$ cat config.mk
export PLATFORM = sky130hd
export DESIGN_NAME = aq_fadd_vec_seq
export DESIGN_NICKNAME = d
export VERILOG_FILES = /design/src/rtl/aq_fadd_vec_seq_pkg.sv /design/src/rtl/aq_fadd_rm_dec.sv /design/src/rtl/aq_fadd_vec_seq.sv
export SDC_FILE = /design/constraint.sdc
export NUM_CORES = 1
export LEC_CHECK = 0
export CAP_MARGIN = 20
export CORE_MARGIN = 3
export CORE_UTILIZATION = 50
export DETAILED_ROUTE_END_ITERATION = 8
export DONT_BUFFER_PORTS = 1
export PLACE_DENSITY = 0.69
export SLEW_MARGIN = 10
export SYNTH_ARGS = -nofsm -noshare
export SYNTH_HDL_FRONTEND = slang
export SYNTH_HIERARCHICAL = 1
export SYNTH_SLANG_ARGS = --single-unit
$ cat constraint.sdc
create_clock -name forever_cpuclk -period 4.65 [get_ports forever_cpuclk]
set_clock_uncertainty 0.2 [all_clocks]
set_input_delay 0.6975 -clock forever_cpuclk [delete_from_list [all_inputs] [get_ports forever_cpuclk]]
set_output_delay 0.6975 -clock forever_cpuclk [all_outputs]
set_load 0.1 [all_outputs]
$ cat src/rtl/aq_fadd_vec_seq_pkg.sv
// Shared encodings and per-format tables for the vector FADD sequencer
// and its sibling sequencers.
package aq_fadd_vec_seq_pkg;

    localparam int VLEN   = 256;
    localparam int DP_W   = 64;
    localparam int NBEATS = VLEN / DP_W;
    localparam int BEAT_W = $clog2(NBEATS);

    typedef enum logic [1:0] {
        SEW_BF16   = 2'b00,
        SEW_HALF   = 2'b01,
        SEW_SINGLE = 2'b10,
        SEW_DOUBLE = 2'b11
    } sew_e;

    typedef enum logic [2:0] {
        RM_RNE = 3'd0,
        RM_RTZ = 3'd1,
        RM_RDN = 3'd2,
        RM_RUP = 3'd3,
        RM_RMM = 3'd4
    } rm_e;

    // Encodings at or above this value have no rounding behaviour defined.
    localparam logic [2:0] RM_ILLEGAL_MIN = 3'd5;

    typedef enum logic [1:0] {
        ST_IDLE,
        ST_ISSUE,
        ST_DRAIN,
        ST_DONE
    } state_e;

    // Indexed by sew: bf16, half, single, double.
    localparam logic [3:0][2:0] LANES  = {3'd1, 3'd2, 3'd4, 3'd4};
    localparam logic [3:0][4:0] MAX_VL = {5'd4, 5'd8, 5'd16, 5'd16};

    function automatic logic [3:0] fullMask(input logic [1:0] sew);
        logic [4:0] ones;
        ones = (5'd1 << LANES[sew]) - 5'd1;
        return ones[3:0];
    endfunction

endpackage

$ cat src/rtl/aq_fadd_rm_dec.sv
// Static rounding-mode decoder: one-hot controls {rmm,rup,rdn,rtz,rne}
// plus an illegal flag; the one-hot is all zero for illegal encodings.
module aq_fadd_rm_dec
    import aq_fadd_vec_seq_pkg::*;
(
    input  logic [2:0] rm_i,
    output logic [4:0] onehot_o,
    output logic       illegal_o
);

    always_comb begin
        onehot_o  = 5'b00000;
        illegal_o = 1'b0;
        case (rm_i)
            RM_RNE:  onehot_o = 5'b00001;
            RM_RTZ:  onehot_o = 5'b00010;
            RM_RDN:  onehot_o = 5'b00100;
            RM_RUP:  onehot_o = 5'b01000;
            RM_RMM:  onehot_o = 5'b10000;
            default: illegal_o = (rm_i >= RM_ILLEGAL_MIN);
        endcase
    end

endmodule

$ cat src/rtl/aq_fadd_vec_seq.sv
// Vector FADD sequencer: splits one vector add/sub into 64-bit beats,
// runs a two-entry valid pipe to writeback and accumulates inexact.
module aq_fadd_vec_seq
    import aq_fadd_vec_seq_pkg::*;
(
    input  logic       forever_cpuclk,
    input  logic       vfalu_rst,
    input  logic       req_vld,
    output logic       req_rdy,
    input  logic [1:0] req_sew,
    input  logic [4:0] req_vl,
    input  logic [2:0] req_rm,
    input  logic       flush,
    output logic       ex1_issue_vld,
    output logic [1:0] ex1_beat_idx,
    output logic [3:0] ex1_elem_mask,
    output logic [1:0] ex1_fmt,
    output logic       ex2_rne,
    output logic       ex2_rtz,
    output logic       ex2_rdn,
    output logic       ex2_rup,
    output logic       ex2_rmm,
    input  logic [3:0] ex2_nx,
    output logic       wb_vld,
    output logic [1:0] wb_beat_idx,
    output logic       wb_last,
    input  logic       wb_rdy,
    output logic       pipe_stall,
    output logic       busy,
    output logic       done_vld,
    output logic       done_nx,
    output logic       done_ill
);

    state_e              state_q, state_d;
    logic [1:0]          sew_q, sew_d;
    logic [2:0]          rm_q, rm_d;
    logic [4:0]          vl_q, vl_d;
    logic [BEAT_W-1:0]   lastIdx_q, lastIdx_d;
    logic [BEAT_W-1:0]   ex1Idx_q, ex1Idx_d;
    logic                wbVld_q, wbVld_d;
    logic [BEAT_W-1:0]   wbIdx_q, wbIdx_d;
    logic [3:0]          wbMask_q, wbMask_d;
    logic                acc_q, acc_d;
    logic                ill_q, ill_d;

    logic                accept;
    logic [2:0]          rmSel;
    logic [4:0]          rmOneHot;
    logic                rmIll;
    logic [4:0]          vlClamp;
    logic [4:0]          nbeatsNew;
    logic [4:0]          beatBase;
    logic [4:0]          remElems;
    logic [4:0]          lastOnes;
    logic [3:0]          ex1Mask;
    logic                ex1IsLast;
    logic                wbHandshake;

    // In IDLE the decoder checks the incoming request; otherwise it
    // drives the latched mode onto the ex2 controls.
    assign rmSel = (state_q == ST_IDLE) ? req_rm : rm_q;

    aq_fadd_rm_dec u_rm_dec (
        .rm_i      (rmSel),
        .onehot_o  (rmOneHot),
        .illegal_o (rmIll)
    );

    assign accept      = (state_q == ST_IDLE) && req_vld && !flush;
    assign pipe_stall  = wbVld_q && !wb_rdy;
    assign wbHandshake = wbVld_q && wb_rdy;

    assign vlClamp = (req_vl > MAX_VL[req_sew]) ? MAX_VL[req_sew] : req_vl;

    always_comb begin
        nbeatsNew = vlClamp;
        case (req_sew)
            SEW_DOUBLE: nbeatsNew = vlClamp;
            SEW_SINGLE: nbeatsNew = (vlClamp + 5'd1) >> 1;
            default:    nbeatsNew = (vlClamp + 5'd3) >> 2;
        endcase
    end

    // Only the final beat can be partial; its remainder is 1..lanes.
    assign beatBase  = 5'(ex1Idx_q) * 5'(LANES[sew_q]);
    assign remElems  = vl_q - beatBase;
    assign lastOnes  = (5'd1 << remElems) - 5'd1;
    assign ex1IsLast = (ex1Idx_q == lastIdx_q);
    assign ex1Mask   = ex1IsLast ? lastOnes[3:0] : fullMask(sew_q);

    always_ff @(posedge forever_cpuclk) begin
        if (vfalu_rst) begin
            state_q <= ST_IDLE;
        end else begin
            state_q <= state_d;
        end
    end

    always_comb begin
        state_d = state_q;
        case (state_q)
            ST_IDLE: begin
                if (accept) begin
                    state_d = (rmIll || vlClamp == 5'd0) ? ST_DONE : ST_ISSUE;
                end
            end
            ST_ISSUE: begin
                if (!pipe_stall && ex1IsLast) state_d = ST_DRAIN;
            end
            ST_DRAIN: begin
                if (wbHandshake && wbIdx_q == lastIdx_q) state_d = ST_DONE;
            end
            default: state_d = ST_IDLE;
        endcase
        if (flush) state_d = ST_IDLE;
    end

    always_comb begin
        req_rdy       = (state_q == ST_IDLE) && !flush;
        busy          = (state_q != ST_IDLE);
        ex1_issue_vld = (state_q == ST_ISSUE);
        ex1_beat_idx  = ex1_issue_vld ? ex1Idx_q : '0;
        ex1_elem_mask = ex1_issue_vld ? ex1Mask : 4'b0000;
        ex1_fmt       = sew_q;
        wb_vld        = wbVld_q;
        wb_beat_idx   = wbVld_q ? wbIdx_q : '0;
        wb_last       = wbVld_q && (wbIdx_q == lastIdx_q);
        done_vld      = (state_q == ST_DONE);
        done_nx       = done_vld && acc_q;
        done_ill      = done_vld && ill_q;
        {ex2_rmm, ex2_rup, ex2_rdn, ex2_rtz, ex2_rne} =
            (busy && !rmIll) ? rmOneHot : 5'b00000;
    end

    // Beat pipe and inexact accumulator; a flush discards everything,
    // including a writeback handshake in the same cycle.
    always_comb begin
        sew_d     = sew_q;
        rm_d      = rm_q;
        vl_d      = vl_q;
        lastIdx_d = lastIdx_q;
        ex1Idx_d  = ex1Idx_q;
        wbVld_d   = wbVld_q;
        wbIdx_d   = wbIdx_q;
        wbMask_d  = wbMask_q;
        acc_d     = acc_q;
        ill_d     = ill_q;

        if (accept) begin
            sew_d     = req_sew;
            rm_d      = req_rm;
            vl_d      = vlClamp;
            lastIdx_d = BEAT_W'(nbeatsNew - 5'd1);
            ex1Idx_d  = '0;
            ill_d     = rmIll;
            acc_d     = 1'b0;
        end

        if (!pipe_stall) begin
            wbVld_d = (state_q == ST_ISSUE);
            if (state_q == ST_ISSUE) begin
                wbIdx_d  = ex1Idx_q;
                wbMask_d = ex1Mask;
                ex1Idx_d = ex1Idx_q + BEAT_W'(1);
            end
        end

        if (wbHandshake) acc_d = acc_q | (|(ex2_nx & wbMask_q));
        if (state_q == ST_DONE) acc_d = 1'b0;

        if (flush) begin
            wbVld_d = 1'b0;
            acc_d   = 1'b0;
        end
    end

    always_ff @(posedge forever_cpuclk) begin
        if (vfalu_rst) begin
            sew_q     <= '0;
            rm_q      <= '0;
            vl_q      <= '0;
            lastIdx_q <= '0;
            ex1Idx_q  <= '0;
            wbVld_q   <= 1'b0;
            wbIdx_q   <= '0;
            wbMask_q  <= '0;
            acc_q     <= 1'b0;
            ill_q     <= 1'b0;
        end else begin
            sew_q     <= sew_d;
            rm_q      <= rm_d;
            vl_q      <= vl_d;
            lastIdx_q <= lastIdx_d;
            ex1Idx_q  <= ex1Idx_d;
            wbVld_q   <= wbVld_d;
            wbIdx_q   <= wbIdx_d;
            wbMask_q  <= wbMask_d;
            acc_q     <= acc_d;
            ill_q     <= ill_d;
        end
    end

endmodule

Word level (Yosys, flattened, before mapping)
Index checks and enable logic that the tools add are counted.
{ "totals": {"reg_bits": 25, "input_bits": 19, "word_cells": 93} }
{ "op_classes": {"addsub": 7, "mul": 1, "n_lt_le_gt_ge": 4, "eq_ne": 14, "n_shift": 2, "n_mux": 24, "n_bitwise": 3, "reduce_logical": 27} }
{ "op_table": {"columns": ["cell", "count"], "rows": [
  ["$pmux W5 S5", 1],
  ["$mux W2", 9],
  ["$mux W5", 3],
  ["$logic_and A1 B1 Y1", 11],
  ["$bmux W5 S2", 1],
  ["$eq A2 B2 Y1 const B", 4],
  ["$mux W4", 2],
  ["$sub A4 B1 Y4 const B", 2],
  ["$bmux W3 S2", 1],
  ["$eq A3 B2 Y1 const B", 2],
  ["$lt A2 B3 Y1 const B", 2],
  ["$mux W3", 2],
  ["$pmux W2 S3", 1],
  ["$gt A5 B5 Y1", 1],
  ["$logic_not A5 Y1", 1],
  ["$mul A2 B3 Y5", 1],
  ["$reduce_or A5 Y1", 1],
  ["$shl A1 B5 Y4 const A", 1],
  ["$sub A5 B5 Y5", 1],
  ["$add A4 B2 Y4 const B", 1],
  ["$and A4 B4 Y4", 1],
  ["$eq A2 B2 Y1", 2],
  ["$logic_not A1 Y1", 4],
  ["$ne A2 B2 Y1 const B", 2],
  ["other kinds (22)", 25]
]} }

Depth between registers and ports, before layout
Gate-level depths: netlist (run 1).
{ "depth": {"depth_word": 9, "depth_mapped": 16, "ltp_nobuf": 14} }

Hierarchy
Netlist (run 1), hierarchy kept.
{ "by_module_without_submodules": {"columns": ["module", "instances", "cells_each", "area_per_inst_um2", "seq_area_each_um2"], "rows": [
  ["aq_fadd_vec_seq", 1, 249, 1884.3, 500.5],
  ["aq_fadd_rm_dec", 1, 6, 45.0, 0.0]
]} }

Least setup slack after synthesis (run 1)
Ideal clock, no wire load.
{ "synth_timing": {"path_type": "register -> output", "from": "register sew_q[1] (netlist: ex1_fmt[1])", "to": "output port ex1_elem_mask[3]", "t_arrival_ns": 5.275, "t_required_ns": 3.753, "setup_slack_ns": -1.523, "path_stages_with_launch": 13, "n_path_buf": 2, "cell_sequence": "dfxtp_1 > clkbuf_1 > nor2b_1 > and2_1 > fa_1 > inv_1 > ha_1 > nor2b_1 > o21ai_0 > nand3_1 > and4b_1 > buf_6 > a211oi_1"} }
{ "synth_via": {"elab_chain_cells": 8, "word_cells_on_any_way": 10, "cone_classes": "add/sub: 3; mul: 1; shift: 2; mux: 4"} }
{ "synth_lines": {"columns": ["element", "line", "source"], "rows": [
  ["start: declaration", "aq_fadd_vec_seq.sv:36", "logic [1:0] sew_q, sew_d;"],
  ["start signal: assignment", "aq_fadd_vec_seq.sv:191", "sew_q <= sew_d;"],
  ["$bmux W3 S2 (*)", "aq_fadd_vec_seq_pkg.sv:41, aq_fadd_vec_seq.sv:86", null],
  ["$mux W3 (not written as such) (*)", "aq_fadd_vec_seq_pkg.sv:41, aq_fadd_vec_seq.sv:86", null],
  ["$mul A2 B3 Y5", "aq_fadd_vec_seq.sv:86", "assign beatBase = 5'(ex1Idx_q) * 5'(LANES[sew_q]);"],
  ["$sub A5 B5 Y5", "aq_fadd_vec_seq.sv:87", "assign remElems = vl_q - beatBase;"],
  ["$shl A1 B5 Y4", "aq_fadd_vec_seq.sv:88", "assign lastOnes = (5'd1 << remElems) - 5'd1;"],
  ["$sub A4 B1 Y4", "aq_fadd_vec_seq.sv:88", null],
  ["$mux W4 (*)", "aq_fadd_vec_seq.sv:90", "assign ex1Mask = ex1IsLast ? lastOnes[3:0] : fullMask(sew_q);"],
  ["$mux W4 (*)", "aq_fadd_vec_seq.sv:124", "ex1_elem_mask = ex1_issue_vld ? ex1Mask : 4'b0000;"],
  ["end: declaration", "aq_fadd_vec_seq.sv:16", "output logic [3:0] ex1_elem_mask,"]
]} }
Mark *: on every way between the ends. The rest lies on a longest branch, timed or not. The select of a mux whose other input is x is not followed.

Final worst setup path (run 1)
{ "layout_timing": {"from": "register sew_q[1] (netlist: ex1_fmt[1])", "to": "output port ex1_elem_mask[2]"} }
Same word-level chain as after synthesis.

==> impl_metrics.yaml, run 1 <==
run_status:
  status: "complete, no violations"
clock_tree:
  clk_pin_slew_ps: 90
  cts_sinks: 25
  tritoncts: "yes"
  ctsHoldBuffers: 0
  clock_tree.root_cell: "clkbuf_8"
  h-tree-depth: 1
  cts_buffers: 3
  clock_latency_ps: 280
  clockBufferDepth: 2
  cts_setup_buffers: 0
layout:
  area_growth_pct: 13.29
  multi_input_area_um2: 1341
  design_area_um2: 2186
  layout_common_cells: "35 x nand2_1, 23 x inv_1, 23 x dfxtp_1"
  fillers: 328
  regArea_um2: 505.5
  nets: 301
  final_common_cell: "nand2_1"
  diodes: 0
  drive_above_1_share_pct: 12.17
setup_path:
  timing.rr.start: "ex1_fmt[1]$_SDFFE_PP0P_"
  cp_data_required_time_ps: 3750
  crit_path_max_fanout: 9
  startpoint: "ex1_fmt[1]$_SDFFE_PP0P_"
  arrival_ps: 3520
  startpoint_type: "flop"
  crit_type: "flop to output pin"
  cp-end-kind: "output pin"
timing:
  tns_ps: 0
  rsz0062_at_grt: "no"
  period_share_pct: 95.08
  slew_headroom_pct: 35.52
  hold_viol_final: 0
  fin_crit_ps: 4421
  maxClockFrequency_ghz: 0.2262
  drv_slew: 0
  worstMarginPinSlew_ps: 974.0
  finalSetupViolations: 0
logic_synthesis:
  yosys-top-cells-area: "dfxtp_1 26%, ha_1 10%, nand2_1 6.8%"
  synthCells: 255
  async_flop_share_pct: 0
  syn_area_um2: 1929
  synth_edf_count: 0
  synth_top_area_share_pct: 25.94
  seq_area_frac_synth_pct: 25.94
  synth_seq_cells: 25
  synth_cell_types: 50
  syn_avg_cell_area_um2: 7.566
  syn-num-nets: 292
  yosysTopAreaCell: "dfxtp_1"
  synth_warnings: 6
  synth_flop_cell: "dfxtp_1"
run:
  max_cap_violations: 0
floorplanning:
  die_height_um: 68.12
  die_w_um: 68.12
  placeableCoreArea_um2: 3521
  placementRows: 21
  ioPinCount: 43
  start_util_pct: 54.80
  die-area_um2: 4640
detailed_routing:
  routed_wl_um: 4475
  dr.first_iter.drc_count: 74
  num_vias: 1768
  antenna_left: 0
  drt_pre_antenna_iters: 5
  viasPerCell: 5.722
  drc: 0
  wl_per_cell_um: 14.48
pwr:
  leakage_uw: 0.0009219
  max-vdd-ir-drop_mv: 0.1344
  powerDensity_nw_per_um2: 276.5
global_route:
  grt_overflow_total: 0
  track_usage_pct: 20.84
  grt_pass1_wl_um: 7624
  antenna_found_initial: 0
  grt_start_max_net_pins: 21
  grt_pass1_vias: 1722
place:
  dp_hpwl_um: 3495
  place_area_um2: 2127
  gp_congestion: 0.8646
  io_buffer_count: 0
min_path:
  min_from: "rm_q[1]$_SDFFE_PP0P_"
  worstHoldPathType: "flop to flop"
==> path summary, 6_finish.rpt <==
check                        endpoint  slack, ps  depth (start not counted)
max                  ex1_elem_mask[2]        230                         14
min              rm_q[1]$_SDFFE_PP0P_        250                          2
max reg2reg  wbMask_q[2]$_SDFFE_PP0P_       1250                         14
min reg2reg      rm_q[1]$_SDFFE_PP0P_        250                          2
==> synthesized netlist by cell type, types with 2 or more instances <==
library cell,number
o21ai_0,7
mux2_2,3
a211oi_1,6
mux2i_1,2
a31oi_1,4
a21oi_1,21
nand2_1,35
buf_6,2
nand2b_1,3
nand3_1,4
a32oi_1,2
nor3_1,7
o21a_1,3
o31ai_1,4
o211ai_1,2
dfxtp_1,25
nor2b_1,6
clkbuf_1,5
xnor2_1,2
and2_1,15
nor2_1,20
ha_1,16
inv_1,23
xor2_1,5
nand4_1,2
fa_1,2
and3_1,3
nor3b_1,4
==> layer usage <==
layer	track usage (%)	wire length, um
met1	27.04	2104
met3	3.612	216
met2	35.98	2111
met4	4.467	42
met5	0	0
==> timing repair <==
item                                    CTS  global route
resized for setup                         1             4
pin swaps                                 0             0
endpoints found under the setup margin    1             2
==> critical path, cell delays in order, from the launching register on <==
cell      delay [ps]
dfxtp_4          360
nor2b_1          150
and2_1           170
fa_1             500
inv_1             40
ha_1             320
nor2b_1          150
o21ai_1          170
a21oi_1           90
and4b_4          420
a32oi_1           80
ha_1             240
nand2b_1         180
mux2i_4          190
buf_12           200
==> cells by family (layout without fill, tap and decap cells) <==
family / Yosys count / after routing / share of synthesized area, %
and+or+nand+nor: 107 / 107 / 27.69
AOI/OAI and AO/OA: 61 / 61 / 20.82
buffers and inverters: 32 / 40 / 7.133
DFF: 25 / 25 / 25.94
adders and majority gates: 18 / 18 / 12.45
xor gates and xnor gates: 7 / 7 / 3.178
muxes: 5 / 5 / 2.789
==> state kept, by name (all words and copies together) (netlist names) <==
register and count:
state_q 2, lastIdx_q 2, ex1_fmt 2, vl_q 5, rm_q 3, acc_q 1, wb_vld 1, ill_q 1
ex1Idx_q 2, wbIdx_q 2, wbMask_q 4
==> cell type report <==
cell class	instances	area share [%]
repair buffers	13	6.754
multi-input cells	198	61.36
well taps	46	2.633
flip-flops and latches	25	23.13
clock inverters	1	0.2862
inverters	23	3.950
clock buffers	3	1.889
==> per-stage QoR <==
stage	hold slack [ps]	util, %	power, uW	std cells	worst slack [ps]
detailed placement	238.6	60.41	468.8	305	255.2
global route	262.9	62.08	639.8	309	64.31
floorplan	231.7	-	440.4	255	8.494
global placement	236.9	60.41	465.4	305	353.9
CTS	254.3	61.80	604.4	309	28.10
finish	252.8	62.08	604.3	309	228.9
==> where the power goes <==
part / leakage [uW] / total [uW] / internal (uW) / switching [uW]
Sequential: 0.000205 / 235 / 226 / 8.97
Clock: 0.0000260 / 135 / 61.3 / 73.8
Combinational: 0.000691 / 234 / 76.2 / 158
Total: 0.000922 / 604 / 363 / 241
(Power assumes the default switching activity.)
==> run 2, diff against run 1 <==
- ABC_AREA: default -> 1
==> impl_metrics.yaml, run 2 <==
logic_synthesis:
  synthCells: 319
  yosysTopAreaCell: "dfxtp_1"
  syn_area_um2: 2036
  seq_area_frac_synth_pct: 24.59
  synth_xor_area_share_pct: 3.012
  synthAdderAreaFrac_pct: 11.80
  synth_flop_cell: "dfxtp_1"
  syn_avg_cell_area_um2: 6.382
  synthTopCellsByCount: "61 x inv_1, 53 x nand2_1, 51 x nor2_1"
  synth_most_common_cell: "inv_1"
  synth_edf_count: 0
  synth_warnings: 6
  synth_top_family_by_area: "simple AND/OR/NAND/NOR gates"
  synth_compound_area_share_pct: 14.75
  async_flop_share_pct: 0
  synth_seq_cells: 25
  synth-simple-area-share_pct: 31.59
  muxShareOfSynthArea_pct: 0
  yosys-top-cells-area: "dfxtp_1 25%, inv_1 11%, ha_1 9.8%"
  syn-num-nets: 356
  synth_top_area_share_pct: 24.59
  synth_cell_types: 34
place:
  dpl.cell_count: 378
  io_buffer_count: 0
  dp_hpwl_um: 3511
  gp_congestion: 0.9149
layout:
  area_growth_pct: 13.09
  layout_common_cells: "61 x inv_1, 53 x nand2_1, 42 x nor2_1"
  regArea_um2: 501.7
  top_regs: "vl_q x5, wbMask_q x4, rm_q x3"
  final_common_cell: "inv_1"
  nets: 372
  fin_cells: 382
  fillers: 362
  diodes: 0
  largest-register: "vl_q"
  largest_reg_flops: 5
  final_core_util_pct: 60.61
  drive_above_1_share_pct: 20.36
  multi_input_area_um2: 1284
detailed_routing:
  viasPerCell: 4.882
  wl_per_cell_um: 11.25
  routed_wl_um: 4299
  antenna_left: 0
  dr.first_iter.drc_count: 50
  drt_pre_antenna_iters: 4
  num_vias: 1865
  drc: 0
clock_tree:
  ctsHoldBuffers: 0
  cts_resized: 0
  h-tree-depth: 1
  tritoncts: "yes"
  cts_sinks: 25
  cts_setup_buffers: 0
  clk_pin_slew_ps: 90
  cts_buffers: 3
  clock_tree.root_cell: "clkbuf_8"
  clock_latency_ps: 270
  clockBufferDepth: 2
floorplanning:
  placementRows: 22
  ioPinCount: 43
  die_w_um: 69.81
  die-area_um2: 4873
  die_height_um: 69.81
  placeableCoreArea_um2: 3799
  start_util_pct: 53.59
setup_path:
  path_common_cell: "inv_1"
  arrival_ps: 3420
  cp-end-kind: "output pin"
  path_cells: "inv_1, nor2_1, inv_1, nor2_1, fa_1, inv_1, ha_1, a21oi_1, nand2_1, xor2_1, nand2_2, nand3_2, nor3_2, inv_1, ha_1, inv_1, nand4_1, a21oi_4, buf_12"
  startpoint: "ex1_fmt[1]$_SDFFE_PP0P_"
  crit_type: "flop to output pin"
  crit_path_max_fanout: 6
  cp_slowest_cell: "fa_1"
  ff2ff_path_depth: 20
  startpoint_type: "flop"
  slowest_delay_ps: 430
  cp_data_required_time_ps: 3750
  timing.rr.start: "ex1_fmt[1]$_SDFFE_PP0P_"
global_route:
  track_usage_pct: 17.73
  grt_start_max_net_pins: 17
  grt_overflow_total: 0
  grt_pass1_wl_um: 7224
  grt_pass1_vias: 1697
  antenna_found_initial: 0
timing:
  rsz0062_at_grt: "no"
  fin_crit_ps: 4322
  drv_slew: 0
  period_share_pct: 92.94
  maxClockFrequency_ghz: 0.2314
  hold_viol_final: 0
  finalSetupViolations: 0
  slew_headroom_pct: 29.79
  worstMarginPinSlew_ps: 1052
pwr:
  powerDensity_nw_per_um2: 299.3
  leakage_uw: 0.001178
  max-vdd-ir-drop_mv: 0.1661
run_status:
  status: "complete, no violations"
run:
  max_cap_violations: 0
min_path:
  whs_path_depth: 1
  min_from: "vfalu_rst"
  worstHoldPathType: "input pin to flop"
[run 2: cell count changes after synthesis, sizes merged, moves of 6 or more]
cell,before,now
and2,16,0
nand2,35,65
o21ai,8,24
nor3,7,1
nand3,4,17
nor2b,6,0
nor2,20,56
inv,23,71
[run 2: per-stage QoR]
stage | setup TNS, ps | area, um2 | hold WS (ps) | total power (uW) | worst slack (ps)
after floorplan | -119.3 | 2058 | 255.4 | 510.4 | -119.3
after global placement | 0 | 2257 | 265.9 | 562.1 | 723.1
after detailed placement | 0 | 2257 | 273.8 | 565.3 | 628.2
after CTS | 0 | 2302 | 277.1 | 694.5 | 319.5
after global routing | 0 | 2302 | 277.6 | 738.9 | 30.17
final | 0 | 2302 | 284.9 | 689.1 | 328.1
[run 2: area by class of cell]
cell class,instances,area share [%]
multi-input cells,218,55.76
flip-flops and latches,25,21.79
inverters,71,11.58
repair buffers,16,6.304
well taps,48,2.609
clock buffers,4,1.957
[run 2: path summary, 6_finish.rpt]
check	end	slack [ps]
max	ex1_elem_mask[2]	330
min	wbIdx_q[0]$_SDFFE_PP0P_	280
max reg2reg	wbMask_q[2]$_SDFFE_PP0P_	1400
min reg2reg	rm_q[0]$_SDFFE_PP0P_	280
[run 2: kinds of logic after synthesis]
kind of cell,after synthesis
buffers and inverters,76
AND/OR/NAND/NOR,142
AO/OA/AOI/OAI,51
flip-flops,25
adder cells (fa/ha/maj),18
XOR/XNOR,7
[run 2: layer usage]
layer / routed length [um] / GRT usage [%]
met5: 0 / 0
met4: 38 / 3.830
met3: 196 / 3.768
met2: 1980 / 30.75
met1: 2084 / 22.45
[run 2: worst max-delay path: cells and delay by family (launching register included)]
kind	cells	cell delay, ps
compound gates	2	350
xor+xnor	1	150
fa+ha+maj	3	920
buf+inv	6	520
flops	1	390
simple gates	7	810
[run 2: report_power, final]
part | total [uW] | internal (uW) | switching [uW]
clock | 129 | 61.3 | 68.0
combinational | 318 | 94.8 | 223
sequential | 242 | 230 | 11.7
